==> config.mk <==
export PLATFORM = sky130hd
export DESIGN_NAME = prod_cons_fifo_top
export DESIGN_NICKNAME = d
export VERILOG_FILES = /design/src/rtl/prod_cons_fifo_top.sv
export SDC_FILE = /design/constraint.sdc
export NUM_CORES = 1
export LEC_CHECK = 0
export CORE_UTILIZATION = 30
export DETAILED_ROUTE_END_ITERATION = 16
export HOLD_SLACK_MARGIN = 0.05
export PLACE_DENSITY = 0.55
export REMOVE_ABC_BUFFERS = 1
export SLEW_MARGIN = 0
export SYNTH_ARGS = -nofsm -noshare
export SYNTH_HDL_FRONTEND = slang
export SYNTH_SLANG_ARGS = --single-unit
==> constraint.sdc <==
create_clock -name clock -period 7.36 [get_ports clock]
set_input_delay 0.736 -clock clock [delete_from_list [all_inputs] [get_ports clock]]
set_output_delay 0.736 -clock clock [all_outputs]
set_load 0.05 [all_outputs]
==> src/rtl/prod_cons_fifo_top.sv <==
// prod_cons_fifo_top: rate-divided incrementing producer -> DEPTH-entry sync FIFO -> rate-divided
// consumer with sequence-continuity self-check. Traffic source/sink for bench and bring-up.
// Optional build macro STALL_CNT_EN: when defined, stall_cnt counts failed push attempts
// (saturating); when undefined, stall_cnt is tied to 0.
module prod_cons_fifo_top #(
    parameter int unsigned WIDTH     = 4,
    parameter int unsigned DEPTH     = 8,
    parameter int unsigned PROD_DIV  = 1,
    parameter int unsigned CONS_DIV  = 3,
    parameter int unsigned SEQ_START = 0
) (
    input  logic                       clock,
    input  logic                       reset,
    input  logic                       prod_en,
    input  logic                       cons_en,
    output logic [WIDTH-1:0]           out,
    output logic                       out_valid,
    output logic [$clog2(DEPTH):0]     count,
    output logic                       full,
    output logic                       empty,
    output logic                       prod_blocked,
    output logic                       seq_err,
    output logic [15:0]                stall_cnt
);
    localparam int unsigned AW = $clog2(DEPTH);
    localparam int unsigned CW = AW + 1;

    typedef enum logic {StProduce, StBlocked} state_e;

    state_e           state_q, state_d;
    logic [7:0]       pdiv_q, pdiv_d, cdiv_q, cdiv_d;
    logic [WIDTH-1:0] prod_val_q, prod_val_d;
    logic [WIDTH-1:0] exp_q, exp_d;
    logic [WIDTH-1:0] out_q, out_d;
    logic             out_valid_q, out_valid_d;
    logic             seq_err_q, seq_err_d;
    logic [AW-1:0]    wptr_q, wptr_d, rptr_q, rptr_d;
    logic [CW-1:0]    count_q, count_d;
    logic [WIDTH-1:0] mem_q [DEPTH];
    logic             p_tick, c_tick, push, push_fail, pop;
    logic [WIDTH-1:0] head;

    // Flags come from the registered count, so there is no same-cycle bypass either way.
    assign full      = (count_q == CW'(DEPTH));
    assign empty     = (count_q == '0);
    assign push      = p_tick & ~full;
    assign push_fail = p_tick & full;
    assign pop       = c_tick & ~empty;
    assign head      = mem_q[rptr_q];

    // Rate dividers: hold while disabled, tick on the last count then wrap.
    always_comb begin
        pdiv_d = pdiv_q;
        p_tick = 1'b0;
        if (prod_en) begin
            if (pdiv_q == 8'(PROD_DIV - 1)) begin
                pdiv_d = '0;
                p_tick = 1'b1;
            end else begin
                pdiv_d = pdiv_q + 8'd1;
            end
        end
        cdiv_d = cdiv_q;
        c_tick = 1'b0;
        if (cons_en) begin
            if (cdiv_q == 8'(CONS_DIV - 1)) begin
                cdiv_d = '0;
                c_tick = 1'b1;
            end else begin
                cdiv_d = cdiv_q + 8'd1;
            end
        end
    end

    // Next state for producer FSM, pointers, occupancy and consumer/checker.
    always_comb begin
        state_d     = state_q;
        prod_val_d  = prod_val_q;
        wptr_d      = wptr_q;
        rptr_d      = rptr_q;
        count_d     = count_q + CW'(push) - CW'(pop);
        out_d       = out_q;
        out_valid_d = pop;
        exp_d       = exp_q;
        seq_err_d   = seq_err_q;
        if (push) begin
            state_d    = StProduce;
            prod_val_d = prod_val_q + WIDTH'(1);
            wptr_d     = wptr_q + AW'(1);
        end else if (push_fail) begin
            // Value is held, so the retry writes the same value: nothing is dropped.
            state_d = StBlocked;
        end
        if (pop) begin
            out_d  = head;
            rptr_d = rptr_q + AW'(1);
            exp_d  = head + WIDTH'(1);
            if (head != exp_q) seq_err_d = 1'b1;
        end
    end

    // State registers; async reset discards FIFO contents and restarts the sequence.
    always_ff @(posedge clock or negedge reset) begin
        if (!reset) begin
            state_q     <= StProduce;
            pdiv_q      <= '0;
            cdiv_q      <= '0;
            prod_val_q  <= WIDTH'(SEQ_START);
            exp_q       <= WIDTH'(SEQ_START);
            out_q       <= '0;
            out_valid_q <= 1'b0;
            seq_err_q   <= 1'b0;
            wptr_q      <= '0;
            rptr_q      <= '0;
            count_q     <= '0;
        end else begin
            state_q     <= state_d;
            pdiv_q      <= pdiv_d;
            cdiv_q      <= cdiv_d;
            prod_val_q  <= prod_val_d;
            exp_q       <= exp_d;
            out_q       <= out_d;
            out_valid_q <= out_valid_d;
            seq_err_q   <= seq_err_d;
            wptr_q      <= wptr_d;
            rptr_q      <= rptr_d;
            count_q     <= count_d;
        end
    end

    // FIFO storage, written at the write pointer on a successful push.
    always_ff @(posedge clock or negedge reset) begin
        if (!reset) begin
            for (int unsigned i = 0; i < DEPTH; i++) mem_q[i] <= '0;
        end else if (push) begin
            mem_q[wptr_q] <= prod_val_q;
        end
    end

`ifdef STALL_CNT_EN
    logic [15:0] stall_q, stall_d;

    // Saturating count of failed push attempts.
    always_comb begin
        stall_d = stall_q;
        if (push_fail && (stall_q != 16'hFFFF)) stall_d = stall_q + 16'd1;
    end

    // Stall counter register.
    always_ff @(posedge clock or negedge reset) begin
        if (!reset) stall_q <= '0;
        else        stall_q <= stall_d;
    end

    assign stall_cnt = stall_q;
`else
    assign stall_cnt = '0;
`endif

    assign out          = out_q;
    assign out_valid    = out_valid_q;
    assign count        = count_q;
    assign prod_blocked = (state_q == StBlocked);
    assign seq_err      = seq_err_q;
endmodule

---- After elaboration in Yosys (flattened, before gate mapping) ----
Index checks and enable logic that the tools add are counted.
Widths: inputs -> output; s select.
cells by class
  add/subtract/negate cells ............... 8
  order comparisons ....................... 3
  equality and inequality tests ........... 3
  mux-type cells .......................... 14
  bitwise operators ....................... 7
  reduce and logical (&&, ||, !) cells .... 5
operator list
  kind                 number
  $bwmux 32            1
  $add 8x1->8 const B  2
  $mux 8               2
  $bmux 4 s3           1
  $demux 4 s3          1
  $mux 4               3
  $add 4x1->4 const B  2
  $eq 8x2->1 const B   1
  $ge 4x4->1 const B   2
  $logic_not 8->1      1
  $not 3->4            2
  $add 3x1->3 const B  2
  $mux 1               6
  $add 4x1->4          1
  $eq 4x4->1 const B   1
  $logic_not 4->1      1
  $lt 4x1->1 const B   1
  $ne 4x4->1           1
  $sub 4x1->4          1
  $and 1x1->1          3
  $not 1->1            2
  $reduce_and 2->1     1
  $reduce_bool 2->1    1
  $logic_and 1x1->1    1
storage, ports and cells
  flip-flop bits (word level) ............. 73
  bits of input ports ..................... 4
  logic and storage cells ................. 59

---- Longest topological paths before layout ----
  depth after elaboration ................. 6
  gate-level depth with buffers ........... 12

---- Worst setup path before layout ----
No wires, ideal clock.
  path kind ............................... input-to-reg
  start ................................... input port prod_en
  end ..................................... register count_q[2], in the netlist count[2]
  library setup time ...................... 122 ps
  arrival time ............................ 2486 ps
  required time ........................... 7238 ps
  slack ................................... 4752 ps
  stages on the path ...................... 10
  cell sequence ........................... nor4b_2 > and4b_1 > and2_1 > buf_6 > inv_4 > ha_1 > inv_1 > ha_1 > fa_1 > xor2_1
on the way
  longest elaborated chain between the ends .. 4
RTL lines
  item                  line  source
  start, declared       14    input logic prod_en,
  $mux 1                55    if (prod_en) begin
  $and 1x1->1           46    assign push = p_tick & ~full;
  $add 4x1->4           81    count_d = count_q + CW'(push) - CW'(pop);
  $sub 4x1->4           81
  via count_d[2]        38    logic [CW-1:0] count_q, count_d;
  end signal, assigned  127   count_q <= count_d;
  end, declared         38
The timed path passes the listed nets, and every way through them passes these cells.
A chain may end at the register's enable or synchronous reset.

---- Worst setup path after layout ----
  start ................................... register cdiv_q[3]
  end ..................................... register count_q[3], in the netlist count[3]
on the way
  longest elaborated chain between the ends .. 5
RTL lines
  item                    line  source
  start, declared         31    logic [7:0] pdiv_q, pdiv_d, cdiv_q, cdiv_d;
  start signal, assigned  119   cdiv_q <= cdiv_d;
  $eq 8x2->1              66    if (cdiv_q == 8'(CONS_DIV - 1)) begin
  $mux 1                  66
  $mux 1                  65    if (cons_en) begin
  $and 1x1->1             48    assign pop = c_tick & ~empty;
  via out_valid_d         35    logic out_valid_q, out_valid_d;
  $sub 4x1->4             81
  via count_d[3]          38
The timed path passes the listed nets, and every way through them passes these cells.

==> results.py <==
metrics = {
    "drt": {
        "vias": 2186,
        "drtIter0Drc": 100,
        "first_pass_iters": 11,
        "antenna_left": 0,
        "drt-total-wl_um": 6240,
        "viasPerCell": 4.63,
        "drc": 2,
        "wire_per_inst_um": 13.2,
    },
    "clock_tree": {
        "tritoncts": "yes",
        "cts_max_level": 3,
        "clk_latency_ns": 0.32,
        "cts_setup_buffers": 0,
        "cts.root.buffer_cell": "clkbuf_16",
        "cts_hold_buf": 0,
        "cts_buffer_depth": 2,
        "cts.sinks": 73,
        "cts-resized-gates": 0,
        "numCtsBuffers": 9,
        "clk_pin_slew_ns": 0.06,
    },
    "placement": {
        "post_dp_cell_area_um2": 3850,
        "hpwl_um": 4260,
        "port_buffers": 16,
        "place.gp.congestion": 0.747,
    },
    "cells_and_area": {
        "drive_gt1_share_pct": 18.2,
        "finalInstanceArea_um2": 4130,
        "ff_latch_area_um2": 1830,
        "finalNetCount": 344,
        "fillers": 1143,
        "synthToLayoutAreaGrowth_pct": 13.8,
        "multi_input_area_um2": 1630,
        "diodes": 0,
    },
    "setup_path": {
        "worstPathArrival_ns": 3.49,
        "end_kind": "register",
        "crit_type": "register to register",
        "r2r_start": "cdiv_q[3]$_DFFE_PN0P_",
        "worstPathMaxFanout": 16,
        "critical_path_required_ns": 7.61,
        "path_cells": "nor4_1 -> nand2_1 -> nor3_1 -> nand3_1 -> inv_1 -> ha_1 -> inv_1 -> ha_1 -> a21o_1 -> a21oi_1 -> xor2_1",
        "max_stage_delay_ns": 0.53,
        "startpoint_type": "register",
        "cp-startpoint": "cdiv_q[3]$_DFFE_PN0P_",
        "critPathSlowestCell": "nand3_1",
    },
    "status": {
        "violations": "design-rule violations",
        "status": "finished, violations left",
    },
    "global_route": {
        "grt_usage_pct": 11.2,
        "grt_max_degree": 74,
        "overflow": 0,
        "grt_pass1_vias": 2257,
        "grt_pass1_wl_um": 11100,
        "antenna_found_initial": 0,
    },
    "power_and_ir_drop": {
        "p_leak_nw": 2.00,
        "power.switching_w": 0.000701,
        "clock_power_share_pct": 22.5,
        "sequentialPowerShare_pct": 41.1,
        "switching_share_pct": 38.9,
        "powerDensity_nw_per_um2": 437,
        "combPwrFrac_pct": 36.4,
        "internal_power_w": 0.00110,
        "ir_worst_vdd_v": 0.000238,
    },
    "die": {
        "start_util_pct": 31.2,
        "die_height_um": 112,
        "ioPinCount": 33,
        "die_w_um": 112,
        "core.rowCount": 39,
        "core_um2": 11600,
        "die-area_um2": 12500,
    },
    "sta": {
        "worst_pin_slew_ns": 1.05,
        "fmax_mhz": 308,
        "fin_crit_ns": 3.25,
        "fin_setup_tns_ns": 0,
        "hold_violations": 0,
        "maxSlewViolCount": 0,
        "setup_violations": 0,
        "fin_crit_sh_pct": 44.1,
        "clock_skew_ns": 0.00508,
        "rsz0062_at_grt": "no",
        "relSlewSlack_pct": 30.2,
    },
    "yosys": {
        "synth_edf_count": 0,
        "syn_inst": 310,
        "syn_area_um2": 3630,
        "syn_avg_cell_area_um2": 11.7,
        "ys_seq_area_share_pct": 50.3,
        "ys_seq_elements": 73,
        "yosysUniqueCellTypes": 40,
        "synthArstFlopShare_pct": 100,
        "synth_ff_type": "dfrtp_1",
        "yosys_warnings": 0,
    },
    "min_path": {
        "hold_class": "register to register",
        "worstHoldStart": "seq_err$_DFFE_PN0P_",
    },
    "flow_run": {
        "drv_cap": 0,
    },
}
[kinds of logic after synthesis]
group	Yosys count	share of synthesized area, %
flops	73	50.3
simple gates	85	13.3
xor+xnor	26	6.28
buf+inv	41	6.28
mux	50	14.9
fa+ha+maj	15	5.38
other cells	1	0.103
compound gates	19	3.41
[registers in the layout (all words and copies together) (netlist names)]
| name | count |
|---|---|
| out_valid | 1 |
| count | 4 |
| cdiv_q | 8 |
| prod_val_q | 4 |
| out | 4 |
| rptr_q | 3 |
| mem_q | 32 |
| seq_err | 1 |
| prod_blocked | 1 |
| wptr_q | 3 |
| pdiv_q | 8 |
| exp_q | 4 |
[cell type report]
type	count	share of cell area, %
Multi-Input combinational cell	211	39.5
Inverter	14	1.33
Timing Repair Buffer	16	3.82
Tap cell	143	4.33
Clock buffer	12	6.45
Clock inverter	3	0.364
Sequential cell	73	44.2
[power groups by stage]
stage	Sequential (W)	Combinational, W	Clock [W]
3_3_place_gp	0.000745	0.000654	0
2_1_floorplan	0.000788	0.000423	0
4_1_cts	0.000746	0.000670	0.000419
3_5_place_dp	0.000751	0.000666	0
6_report	0.000742	0.000656	0.000405
5_1_grt	0.000773	0.000737	0.000433
[synthesized netlist by cell type (2+ instances only)]
master / instances / share of area (%)
nor3_4: 2 / 0.90
mux2_2: 33 / 10
buf_4: 16 / 3.3
dfrtp_1: 73 / 50
inv_1: 13 / 1.3
xor2_1: 10 / 2.4
nor3_1: 3 / 0.41
ha_1: 14 / 4.8
and4_1: 2 / 0.48
nand3b_2: 2 / 0.62
clkbuf_1: 5 / 0.52
nor3b_4: 2 / 1.0
nor2_1: 13 / 1.3
buf_1: 2 / 0.21
nand2_1: 33 / 3.4
xnor2_1: 16 / 3.9
a21o_1: 5 / 1.0
nor2b_1: 2 / 0.34
buf_2: 2 / 0.28
a22oi_1: 4 / 0.83
mux2i_1: 17 / 4.7
nand3_1: 11 / 1.5
o21ai_0: 6 / 0.83
nand4_1: 6 / 1.0
a31oi_1: 2 / 0.34
and3_1: 2 / 0.34
[worst max-delay path, delay by kind of cell (launching register included)]
kind | cells | cell delay [ns]
flops | 1 | 0.42
fa+ha+maj | 2 | 0.47
xor+xnor | 1 | 0.15
compound gates | 2 | 0.32
simple gates | 4 | 1.32
buf+inv | 2 | 0.47
[per-layer routing]
metal / global-route usage, % / wire length [µm]
met1: 15.1 / 3020
met2: 17.6 / 2950
met3: 1.91 / 179
met4: 5.07 / 89
met5: 0 / 0
[stage by stage]
step	power [W]	utilization, %	hold slack, ns	cells	setup slack [ns]
global route	0.00194	35.6	0.477	472	3.75
detailed placement	0.00142	33.1	0.452	457	3.77
CTS	0.00183	35.6	0.465	472	4.07
finish	0.00180	35.6	0.458	472	4.11
floorplan	0.00121	-	0.440	298	4.63
global placement	0.00140	33.1	0.444	457	3.89
[worst paths after layout]
check | to | slack [ns] | cells past startpoint
setup reg to reg | count[3]$_DFF_PN0_ | 4.11 | 11
hold / removal | seq_err$_DFFE_PN0P_ | 0.46 | 1
hold reg to reg | seq_err$_DFFE_PN0P_ | 0.46 | 1
setup / recovery | count[3]$_DFF_PN0_ | 4.11 | 11
min in group asynchronous | mem_q[27]$_DFFE_PN0P_ | 0.54 | 1
max in group asynchronous | mem_q[3]$_DFFE_PN0P_ | 6.22 | 1
[layout by cell type (no fill, tap or decap), types with 2 or more instances in the layout]
cell             netlist  layout
nor2_1                13      13
xor2_1                10      10
mux2_2                33      33
clkinv_2               0       3
nand3b_2               2       2
a31oi_1                2       2
o21ai_0                6       6
nand2_1               33      33
inv_1                 13      13
nor3b_4                2       2
nand3_1               11      11
nand4_1                6       6
conb_1                 1      16
a21o_1                 5       5
mux2i_1               17      17
and3_1                 2       2
a22oi_1                4       4
clkbuf_8               0       3
nor3_4                 2       2
clkdlybuf4s50_1        0      15
and4_1                 2       2
dfrtp_1               73      73
nor3_1                 3       3
ha_1                  14      14
clkbuf_16              0       9
xnor2_1               16      16
nor2b_1                2       2
Power figures use the tool's default switching activity.
